### src/rtl/alu_pkg.sv
// Shared definitions for the ALU execute pipe: widths, op encodings, S1 payload.
package alu_pkg;

   localparam int unsigned W    = 16;
   localparam int unsigned NREG = 8;
   localparam int unsigned RW   = $clog2(NREG);
   localparam int unsigned OPW  = 3;
   localparam int unsigned SHW  = $clog2(W);

   typedef enum logic [OPW-1:0] {
      OP_ADD = 3'd0,
      OP_SUB = 3'd1,
      OP_AND = 3'd2,
      OP_OR  = 3'd3,
      OP_SLL = 3'd4,
      OP_SRL = 3'd5,
      OP_SRA = 3'd6,
      OP_SLT = 3'd7
   } op_e;

   // Operand register contents between issue and execute
   typedef struct packed {
      op_e           op;
      logic [RW-1:0] rd;
      logic [W-1:0]  i0;
      logic [W-1:0]  i1;
   } s1_t;

endpackage

### src/rtl/alu.sv
// 16-bit combinational ALU; carry is meaningful for add/sub only.
module alu
   import alu_pkg::*;
(
   input  op_e          op,
   input  logic [W-1:0] i0,
   input  logic [W-1:0] i1,
   output logic [W-1:0] o,
   output logic         carry
);

   logic [W:0]     sum;
   logic [W:0]     diff;
   logic [SHW-1:0] shamt;

   // Result select; sub and slt share the i0 + ~i1 + 1 adder
   always_comb begin
      o     = '0;
      carry = 1'b0;
      shamt = i1[SHW-1:0];
      sum   = {1'b0, i0} + {1'b0, i1};
      diff  = {1'b0, i0} + {1'b0, ~i1} + (W+1)'(1);
      case (op)
         OP_ADD: begin
            o     = sum[W-1:0];
            carry = sum[W];
         end
         OP_SUB: begin
            o     = diff[W-1:0];
            carry = diff[W];
         end
         OP_AND:  o = i0 & i1;
         OP_OR:   o = i0 | i1;
         OP_SLL:  o = i0 << shamt;
         OP_SRL:  o = i0 >> shamt;
         OP_SRA:  o = W'($signed(i0) >>> shamt);
         OP_SLT:  o = W'(diff[W-1]);
         default: o = '0;
      endcase
   end

endmodule

### src/rtl/alu_regfile.sv
// 8x16 register file: two async read ports, one sync write port, r0 reads zero.
module alu_regfile
   import alu_pkg::*;
(
   input  logic          clk,
   input  logic          rst_n,
   input  logic          we,
   input  logic [RW-1:0] wa,
   input  logic [W-1:0]  wd,
   input  logic [RW-1:0] ra1,
   input  logic [RW-1:0] ra2,
   output logic [W-1:0]  rd1_c,
   output logic [W-1:0]  rd2_c
);

   logic [W-1:0] regs [NREG];

   // Write port; r0 is never written so it stays at its reset value
   always_ff @(posedge clk) begin
      if (!rst_n) begin
         for (int unsigned i = 0; i < NREG; i++) regs[i] <= '0;
      end else if (we && (wa != '0)) begin
         regs[wa] <= wd;
      end
   end

   // Async read ports with r0 hardwired to zero
   always_comb begin
      rd1_c = (ra1 == '0) ? '0 : regs[ra1];
      rd2_c = (ra2 == '0) ? '0 : regs[ra2];
   end

endmodule

### src/rtl/alu_exec_pipe.sv
// Two-stage issue/execute/writeback pipe around the 16-bit alu.
// Build option: ALU_EXEC_FWD_EN forwards the S1 alu result to a dependent
// instruction at issue; without it a dependent instruction is interlocked
// for one cycle and reads the written-back value.
module alu_exec_pipe
   import alu_pkg::*;
(
   input  logic           clk,
   input  logic           rst_n,
   input  logic           in_valid,
   output logic           in_ready,
   input  logic [OPW-1:0] in_op,
   input  logic [RW-1:0]  in_rd,
   input  logic [RW-1:0]  in_rs1,
   input  logic [RW-1:0]  in_rs2,
   input  logic           in_use_imm,
   input  logic [W-1:0]   in_imm,
   output logic           out_valid,
   input  logic           out_ready,
   output logic [W-1:0]   out_result,
   output logic [RW-1:0]  out_rd,
   output logic           out_carry,
   output logic           flag_c
);

   s1_t          s1_q;
   logic         s1_valid;
   logic         s1_adv;
   logic         accept;
   logic         dep;
   logic         haz_rs1;
   logic         haz_rs2;
   logic [W-1:0] rf_rd1;
   logic [W-1:0] rf_rd2;
   logic [W-1:0] op_a;
   logic [W-1:0] op_b;
   logic [W-1:0] alu_o;
   logic         alu_carry;

   alu_regfile u_regfile (
      .clk   (clk),
      .rst_n (rst_n),
      .we    (s1_adv),
      .wa    (s1_q.rd),
      .wd    (alu_o),
      .ra1   (in_rs1),
      .ra2   (in_rs2),
      .rd1_c (rf_rd1),
      .rd2_c (rf_rd2)
   );

   alu u_alu (
      .op    (s1_q.op),
      .i0    (s1_q.i0),
      .i1    (s1_q.i1),
      .o     (alu_o),
      .carry (alu_carry)
   );

   // Handshake, hazard detection and operand selection for the offered instruction
   always_comb begin
      s1_adv  = s1_valid && (!out_valid || out_ready);
      dep     = s1_valid && (s1_q.rd != '0);
      haz_rs1 = dep && (s1_q.rd == in_rs1);
      haz_rs2 = dep && !in_use_imm && (s1_q.rd == in_rs2);
`ifdef ALU_EXEC_FWD_EN
      in_ready = !s1_valid || s1_adv;
      op_a     = haz_rs1 ? alu_o : rf_rd1;
      op_b     = in_use_imm ? in_imm : (haz_rs2 ? alu_o : rf_rd2);
`else
      in_ready = (!s1_valid || s1_adv) && !(in_valid && (haz_rs1 || haz_rs2));
      op_a     = rf_rd1;
      op_b     = in_use_imm ? in_imm : rf_rd2;
`endif
      accept = in_valid && in_ready;
   end

   // S1 operand register
   always_ff @(posedge clk) begin
      if (!rst_n) begin
         s1_valid <= 1'b0;
         s1_q     <= '0;
      end else if (accept) begin
         s1_valid <= 1'b1;
         s1_q     <= '{op: op_e'(in_op), rd: in_rd, i0: op_a, i1: op_b};
      end else if (s1_adv) begin
         s1_valid <= 1'b0;
      end
   end

   // S2 output register and sticky carry flag
   always_ff @(posedge clk) begin
      if (!rst_n) begin
         out_valid  <= 1'b0;
         out_result <= '0;
         out_rd     <= '0;
         out_carry  <= 1'b0;
         flag_c     <= 1'b0;
      end else if (s1_adv) begin
         out_valid  <= 1'b1;
         out_result <= alu_o;
         out_rd     <= s1_q.rd;
         out_carry  <= alu_carry;
         if ((s1_q.op == OP_ADD) || (s1_q.op == OP_SUB)) flag_c <= alu_carry;
      end else if (out_ready) begin
         out_valid <= 1'b0;
      end
   end

endmodule

### config.mk
export PLATFORM = sky130hd
export DESIGN_NAME = alu_exec_pipe
export DESIGN_NICKNAME = d
export VERILOG_FILES = /design/src/rtl/alu_pkg.sv /design/src/rtl/alu.sv /design/src/rtl/alu_regfile.sv /design/src/rtl/alu_exec_pipe.sv
export SDC_FILE = /design/constraint.sdc
export NUM_CORES = 1
export LEC_CHECK = 0
export CAP_MARGIN = 20
export CORE_AREA = 4 4 173 175
export DETAILED_ROUTE_END_ITERATION = 10
export DIE_AREA = 0 0 177 179
export DONT_BUFFER_PORTS = 1
export PLACE_DENSITY = 0.65
export SKIP_LAST_GASP = 1
export SLEW_MARGIN = 40
export SYNTH_ARGS = -nofsm -noshare
export SYNTH_HDL_FRONTEND = slang
export SYNTH_SLANG_ARGS = --single-unit
### constraint.sdc
create_clock -name clk -period 3.9 [get_ports clk]
set_clock_uncertainty 0.15 [all_clocks]
set_input_delay 0.975 -clock clk [delete_from_list [all_inputs] [get_ports clk]]
set_output_delay 0.975 -clock clk [all_outputs]
set_load 0.05 [all_outputs]
==> results.json, run 1 <==
{
  "fmax_mhz": 270,
  "irDropWorstVdd_mv": 0.307,
  "layout-drive-gt1-share": 0.168,
  "postCtsSetupBuffers": 0,
  "cp_max_fo": 10,
  "finalSetupTns_ns": 0,
  "antenna_found_initial": 0,
  "seq_area_frac_synth": 0.379,
  "routedWlPerCell_um": 24.3,
  "startpoint_type": "flop",
  "place.gp.congestion": 0.964,
  "cts_htree_levels": 4,
  "p_seq_frac": 0.432,
  "ys_seq_elements": 173,
  "finalSetupViolCount": 0,
  "pin_count": 56,
  "cts_sinks": 173,
  "first_global_vias": 9950,
  "insertion_delay_ns": 0.45,
  "p_leak_nw": 4.71,
  "layout_common_cells": "nor2_1, a21oi_1, edfxtp_1",
  "path_class": "reg2reg",
  "power.density_mw_per_mm2": 378,
  "hold_class": "reg2reg",
  "synth_nets": 1372,
  "grt_max_degree": 49,
  "layout_commonest_cell": "nor2_1",
  "antenna_cells": 0,
  "synth_ff_type": "edfxtp_1",
  "drtPass1Iterations": 6,
  "reg2regPathDepth": 10,
  "routed_wl_um": 40400,
  "grt.overflow.total": 0,
  "clk_pin_slew_worst_paths_ns": 0.09,
  "power.switching_mw": 1.69,
  "dp_hpwl_um": 28300,
  "cts_buffer_depth": 2,
  "ys_async_sr_fraction": 0,
  "layout_min_cycle_time_ns": 3.71,
  "drt_iter0_markers": 1531,
  "die_h_um": 179,
  "max-cap-violations": 0,
  "clkPwrFrac": 0.338,
  "synth_top_area_share": 0.278,
  "power_frac_comb": 0.230,
  "detail_route.vias_per_cell": 6.23,
  "syn-cell-area_mm2": 0.0121,
  "post_cts_resized": 0,
  "grt_usage": 0.257,
  "area_growth_pct": 9.52,
  "cp.required_ns": 3.91,
  "detail-route-antenna-nets": 0,
  "synth.distinct_cells": 81,
  "rsz0062_at_grt": "no",
  "port_buffers": 0,
  "dp_slack_ns": 0.192,
  "nets": 1352,
  "min_to": "s1_valid",
  "synth_top_area_cell": "edfxtp_1",
  "synth_edf_count": 112,
  "rr_startpoint": "s1_q[22]",
  "row_count": 62,
  "core-area_mm2": 0.0285,
  "num_vias": 10400,
  "finalCritPeriodShare": 0.951,
  "outcome": "finished, final reports clean",
  "cts_tree": "built",
  "root_buffer": "clkbuf_16",
  "holdBufCountCts": 0,
  "syn-mean-instance-area_um2": 9.39,
  "p_sw_frac": 0.336,
  "die_w_um": 177,
  "slew_viol_final": 0,
  "cts_made_buffers": 17,
  "hold_depth": 2,
  "worstPathArrival_ns": 3.72,
  "synth_area_leaders": "edfxtp_1, dfxtp_1, mux4_2",
  "whs_ns": 0.373,
  "worstMarginPinSlew_ns": 0.835,
  "min_from": "s1_valid",
  "die_area_mm2": 0.0317,
  "rrSetupSlack_ns": 0.19,
  "internal_power_mw": 3.32,
  "setup_ws_ns": 0.190,
  "finalHoldViolCount": 0,
  "grt_pass1_wl_um": 61500,
  "crit_path_end_kind": "flop",
  "max_slew_margin": 0.435,
  "yosysWarnings": 0,
  "initial_utilization": 0.425,
  "r2r-end": "u_regfile.regs[1][15]",
  "drc": 0,
  "syn-instance-count": 1288
}
sequential cells by signal, indices dropped and copies added (netlist names):
signal          count
u_regfile.regs    112
s1_q               38
out_result         16
out_rd              3
flag_c              1
out_carry           1
out_valid           1
s1_valid            1
worst max-delay path, stage by stage (launching register included):
cell	delay [ns]
dfxtp_1	0.58
inv_1	0.13
ha_1	0.41
a211oi_1	0.32
a221oi_2	0.15
o311ai_1	0.72
a21oi_1	0.18
o21ai_0	0.18
nor4bb_1	0.29
buf_4	0.21
a21oi_1	0.08
power groups by stage:
stage               Sequential, mW  Clock, mW  Combinational, mW
global route                  2.17       1.79               1.23
global placement              2.20          0               1.12
finish                        2.16       1.69               1.15
CTS                           2.16       1.72               1.13
floorplan                     2.17          0              0.810
detailed placement            2.20          0               1.13
cell usage after synthesis, types with 5 or more instances:
cell / instances
a211oi_1: 28
o21ai_0: 69
inv_1: 58
ha_1: 49
dfxtp_1: 61
or3_1: 5
o22ai_1: 6
mux2_2: 45
mux2i_1: 23
xnor2_1: 10
a22oi_1: 15
xor2_1: 7
nor3_1: 32
buf_1: 12
buf_4: 5
nand2b_1: 10
a211o_1: 7
nor4_1: 8
nand3_1: 15
mux4_2: 49
and2_1: 8
o21a_1: 6
a221oi_1: 18
clkbuf_1: 61
buf_2: 20
nor2b_1: 25
nand2_1: 91
edfxtp_1: 112
nand4_1: 6
nor2_1: 201
a21oi_1: 132
a31oi_1: 11
o31ai_1: 6
cell type report:
type / instances / area [um2]
fillers: 2685 / 15200
multi-input cells: 954 / 6870
flip-flops and latches: 173 / 4590
repair buffers: 63 / 510
well taps: 384 / 480
clock buffers: 18 / 429
inverters: 59 / 221
clock inverters: 14 / 139
metal layers:
metal,global-route usage,share of wire,vias to the layer above
met5,0,0,-
met4,0.118,0.048,0
met3,0.0557,0.10,92
met2,0.391,0.45,599
met1,0.352,0.40,4980
li1,-,-,4706
worst max-delay path by stage:
stage               from                    end  slack, ns  depth (start not counted)
2_1_floorplan  in_rs1[2]               in_ready       0.16                          8
3_3_place_gp     s1_q[1]   u_regfile.regs[2][7]       0.34                         11
3_5_place_dp    s1_q[24]  u_regfile.regs[7][14]       0.19                         10
4_1_cts         s1_q[24]  u_regfile.regs[7][14]       0.14                         10
5_1_grt         s1_q[24]  u_regfile.regs[3][15]      0.006                         10
6_report        s1_q[22]  u_regfile.regs[1][15]       0.19                         10
metrics by stage:
step                power (mW)  std cells  instance area, um2  utilization
detailed placement        3.33       1633               12700        0.445
finish                    5.01       1665               13200        0.465
global placement          3.31       1633               12600        0.444
CTS                       5.01       1665               13200        0.465
floorplan                 2.98       1288               12100            -
global route              5.20       1665               13200        0.465
cells by family (layout without fill, tap and decap cells):
group,after synthesis,in the layout,share of synthesized area
AND/OR/NAND/NOR,415,415,0.152
XOR/XNOR,17,17,0.0123
buffers and inverters,161,154,0.0561
flip-flops,173,173,0.379
multiplexers,118,118,0.154
adder cells (fa/ha/maj),51,51,0.0540
AO/OA/AOI/OAI,353,353,0.192
(Power assumes the default switching activity.)
==> inputs of run 2 (changes only) <==
CORE_AREA = 2 2 171 173   (was 4 4 173 175)
DIE_AREA = 0 0 173 175   (was 0 0 177 179)
MAX_ROUTING_LAYER = met4   (was default)
SLEW_MARGIN = 0   (was 40)
==> run 2 against run 1 <==
  * Sequential share of layout area shrank 0.056 points
  * Clock power grew 5%
  * Die area shrank 4.4%
  * Via count grew 1.2%
  * Combinational power is essentially flat
  * Sequential cell count is the same
  * Final cell count is the same
  * Worst setup slack gained 0.0053 ns
  * Design area grew 0.19%
  * Worst hold slack gained 0.00091 ns
  * Non-clock buffer count is the same
  * Global-route usage grew 2.2 points
==> results.json, run 2 (same netlist as run 1, synthesis figures left out) <==
{
  "p_leak_nw": 4.72,
  "initial_utilization": 0.426,
  "outcome": "finished, final reports clean",
  "layout_common_cells": "nor2_1, a21oi_1, edfxtp_1",
  "worstMarginPinSlew_ns": 1.16,
  "die_w_um": 173,
  "antenna_cells": 0,
  "layout-drive-gt1-share": 0.167,
  "cts_buffer_depth": 2,
  "place.gp.congestion": 0.987,
  "regArea_mm2": 0.00459,
  "power_frac_comb": 0.229,
  "post_cts_resized": 0,
  "layout_commonest_cell": "nor2_1",
  "root_buffer": "clkbuf_16",
  "reg_top3": "u_regfile.regs: 112 flops, s1_q: 38 flops, out_result: 16 flops",
  "cts_htree_levels": 4,
  "die_area_mm2": 0.0303,
  "stdcell_count": 1665,
  "largest_reg_flops": 112,
  "row_count": 62,
  "grt_max_degree": 49,
  "rrSetupSlack_ns": 0.20,
  "rsz0062_at_grt": "no",
  "cp.required_ns": 4.05,
  "drtPass1Iterations": 5,
  "n_fill_cell": 2772,
  "grt_pass1_wl_um": 62300,
  "routedWlPerCell_um": 24.8,
  "clkPwrFrac": 0.348,
  "drc": 0,
  "first_global_vias": 10100,
  "cts_tree": "built",
  "holdBufCountCts": 0,
  "max_slew_margin": 0.228,
  "routed_wl_um": 41300,
  "detail_route.vias_per_cell": 6.31,
  "pin_count": 56,
  "power.switching_mw": 1.76,
  "drt_iter0_markers": 1335,
  "nets": 1352,
  "fin_util": 0.467,
  "p_seq_frac": 0.423,
  "finalSetupViolCount": 0,
  "dp_hpwl_um": 29300,
  "dp_slack_ns": 0.142,
  "detail-route-antenna-nets": 0,
  "grt.overflow.total": 0,
  "fmax_mhz": 270,
  "cts_made_buffers": 17,
  "finalCritPeriodShare": 0.950,
  "core-area_mm2": 0.0284,
  "port_buffers": 0,
  "antenna_found_initial": 0,
  "internal_power_mw": 3.35,
  "path_class": "reg2reg",
  "area_growth_pct": 9.73,
  "postCtsSetupBuffers": 0,
  "num_vias": 10500,
  "irDropWorstVdd_mv": 0.321,
  "startpoint_type": "flop",
  "layout_min_cycle_time_ns": 3.70,
  "insertion_delay_ns": 0.46,
  "power.density_mw_per_mm2": 386,
  "place_inst": 1631,
  "cp_max_fo": 10,
  "p_sw_frac": 0.345,
  "regMostFlops": "u_regfile.regs",
  "finalSetupTns_ns": 0,
  "setup_ws_ns": 0.196,
  "multi_input_area_mm2": 0.00686,
  "worstPathArrival_ns": 3.85,
  "max-cap-violations": 0,
  "crit_path_end_kind": "flop",
  "finalHoldViolCount": 0,
  "hold_class": "reg2reg",
  "grt_usage": 0.278,
  "clk_pin_slew_worst_paths_ns": 0.07,
  "cts_sinks": 173,
  "slew_viol_final": 0,
  "die_h_um": 175
}
[run 2: worst max-delay path, cell delays in order (launching register included)]
cell	delay [ns]
dfxtp_1	0.61
inv_1	0.12
ha_1	0.46
inv_1	0.16
nor4_1	0.25
a21oi_1	0.17
a2111oi_0	0.73
o31a_1	0.25
nor3_1	0.05
nand3b_1	0.36
a21oi_1	0.23
[run 2: final timing paths]
kind,from,endpoint,cells past startpoint
setup / recovery,s1_q[22],u_regfile.regs[7][15],10
setup reg to reg,s1_q[22],u_regfile.regs[7][15],10
hold / removal,s1_valid,s1_valid,2
hold reg to reg,s1_valid,s1_valid,2
[run 2: layer usage]
layer  vias up  GRT usage  part of all wire
met5         -          -                 0
met4         0     0.0968             0.036
met3        80     0.0611              0.10
met2       605      0.428              0.46
met1      5113      0.365              0.40
li1       4706          -                 -
[run 2: cell type report]
type                    instances  share of cell area
multi-input cells             954               0.517
well taps                     384              0.0362
flip-flops and latches        173               0.346
clock inverters                15              0.0153
inverters                      59              0.0167
repair buffers                 63              0.0366
clock buffers                  17              0.0321
[run 2: power groups by stage]
stage	Combinational (mW)	Clock [mW]	Sequential [mW]
final	1.17	1.78	2.17
after global routing	1.25	1.86	2.18
after CTS	1.13	1.79	2.16
after detailed placement	1.13	0	2.20
after global placement	1.12	0	2.20
after floorplan	0.810	0	2.17
[run 2: metrics by stage]
step	instance area (um2)	hold slack, ns	total power, mW
after global placement	12600	0.358	3.32
after floorplan	12100	0.318	2.98
after CTS	13200	0.378	5.09
after detailed placement	12600	0.365	3.33
final	13300	0.374	5.12
after global routing	13300	0.395	5.28
==> inputs of run 3 (changes only) <==
PLACE_DENSITY = 0.71   (was 0.65)
==> run 3 against run 2 <==
  * Global-route usage rose by 0.57 points
  * Core utilization barely moved
  * First-iteration DRC count grew 7.0%
  * Count of clock-buffer cells in the layout stayed put
  * Worst hold slack better by 0.00085 ns
  * Fmax is 0.98% lower
  * Clock power barely moved
  * Final cell count is essentially flat
  * Sequential cell count stayed put
  * Critical endpoint is now u_regfile.regs[5][14]
==> results.json, run 3 (same netlist as run 1, synthesis figures left out) <==
{
  "outcome": "finished, final reports clean",
  "dp_hpwl_um": 29900,
  "layout_common_cells": "nor2_1, a21oi_1, edfxtp_1",
  "cp_max_fo": 10,
  "routedWlPerCell_um": 25.2,
  "stdcell_count": 1666,
  "cp_slowest_stage_delay_ns": 0.65,
  "row_count": 62,
  "layout_commonest_cell": "nor2_1",
  "detail_route.vias_per_cell": 6.44,
  "finalCritPeriodShare": 0.959,
  "largest_reg_flops": 112,
  "grt_max_degree": 49,
  "grt.overflow.total": 0,
  "die_w_um": 173,
  "crit_chain": "inv_1 -> ha_1 -> inv_1 -> a2111oi_1 -> o32ai_2 -> o21ai_1 -> nor2_1 -> a2111o_1 -> nor3_4 -> nor2_1",
  "die_h_um": 175,
  "slowest_stage": "dfxtp_1",
  "area_growth_pct": 9.65,
  "core-area_mm2": 0.0284,
  "hold_class": "reg2reg",
  "layout_min_cycle_time_ns": 3.74,
  "num_vias": 10700,
  "finalSetupViolCount": 0,
  "grt_pass1_wl_um": 63600,
  "p_leak_nw": 4.72,
  "finalHoldViolCount": 0,
  "die_area_mm2": 0.0303,
  "drt_iter0_markers": 1428,
  "met2_usage": 0.433,
  "cts_buffer_depth": 2,
  "p_total_mw": 5.11,
  "antenna_found_initial": 1,
  "reg_top3": "u_regfile.regs: 112 flops, s1_q: 38 flops, out_result: 16 flops",
  "crit_buf_inv": 2,
  "root_buffer": "clkbuf_16",
  "insertion_delay_ns": 0.44,
  "cts_sinks": 173,
  "slew_viol_final": 0,
  "power.density_mw_per_mm2": 386,
  "rsz0062_at_grt": "no",
  "max_slew_margin": 0.153,
  "clk_pin_slew_worst_paths_ns": 0.07,
  "regMostFlops": "u_regfile.regs",
  "max-cap-violations": 0,
  "crit_family": "compound AO/OA/AOI/OAI gates",
  "pin_count": 56,
  "cp.required_ns": 3.92,
  "initial_utilization": 0.426,
  "path_class": "reg2reg",
  "port_buffers": 0,
  "fmax_mhz": 267,
  "layout-drive-gt1-share": 0.166,
  "nets": 1352,
  "drtPass1Iterations": 7,
  "use_met1": 0.369,
  "crit_path_end_kind": "flop",
  "startpoint_type": "flop",
  "met3_usage": 0.0657,
  "routed_wl_um": 41900,
  "place.gp.congestion": 0.994,
  "detail-route-antenna-nets": 0,
  "cts_tree": "built",
  "grt_usage": 0.284,
  "drc": 0,
  "cts_made_buffers": 17,
  "cts_htree_levels": 4,
  "finalSetupTns_ns": 0,
  "irDropWorstVdd_mv": 0.368,
  "worstMarginPinSlew_ns": 1.26,
  "place_inst": 1632,
  "worstPathArrival_ns": 3.76,
  "first_global_vias": 10200,
  "busiest_layer": "met2"
}
[run 3: changes by cell type in the layout (fill, tap and decap cells not counted), moves of 2 or more]
cell       before  now
buf_4          62   60
bufinv_16       0    2
clkinv_8        6    2
inv_12          3    0
inv_6           2    4
[run 3: path summary, 6_finish.rpt]
kind / endpoint / start / depth (start not counted) / slack (ns)
setup / recovery: u_regfile.regs[5][14] / s1_q[23] / 10 / 0.16
hold / removal: s1_valid / s1_valid / 2 / 0.38
setup reg to reg: u_regfile.regs[5][14] / s1_q[23] / 10 / 0.16
hold reg to reg: s1_valid / s1_valid / 2 / 0.38
[run 3: timing repair]
action | 4_1_cts | 5_1_grt
gates resized for setup | 0 | 6
hold buffers | 0 | 0
setup endpoints to repair | 0 | 40
buffers inserted | 0 | 0
[run 3: power breakdown]
part | switching [mW] | internal (mW)
sequential | 0.133 | 2.03
clock | 0.794 | 0.966
combinational | 0.745 | 0.441
[run 3: layout make-up]
type,instances,area [um2]
timing repair buffer,63,495
sequential,173,4590
fill,2732,15100
clock buffer,17,425
multi-input combinational,954,6860
inverter,59,221
clock inverter,15,179
tap,384,480
antenna,1,2.50
[run 3: tightest hold or removal path: cells and delay by family (launching register included)]
| kind | cells | cell delay (ns) |
|---|---|---|
| AO/OA/AOI/OAI | 1 | 0.06 |
| flip-flops | 1 | 0.35 |
| AND/OR/NAND/NOR | 1 | 0.07 |
[run 3: per-stage QoR]
step           worst slack [ns]  utilization  hold slack, ns  area (um2)
6_report                  0.159        0.467           0.375       13300
5_1_grt                  0.0131        0.467           0.412       13300
4_1_cts                 0.00713        0.465           0.382       13200
3_5_place_dp             0.0421        0.444           0.370       12600
3_3_place_gp             0.0633        0.443           0.356       12600
2_1_floorplan             0.159            -           0.318       12100
[run 3: routing by layer]
layer,vias up,routed length (um)
li1,4706,-
met1,5226,16400
met2,691,19100
met3,103,4710
met4,0,1760
met5,-,0
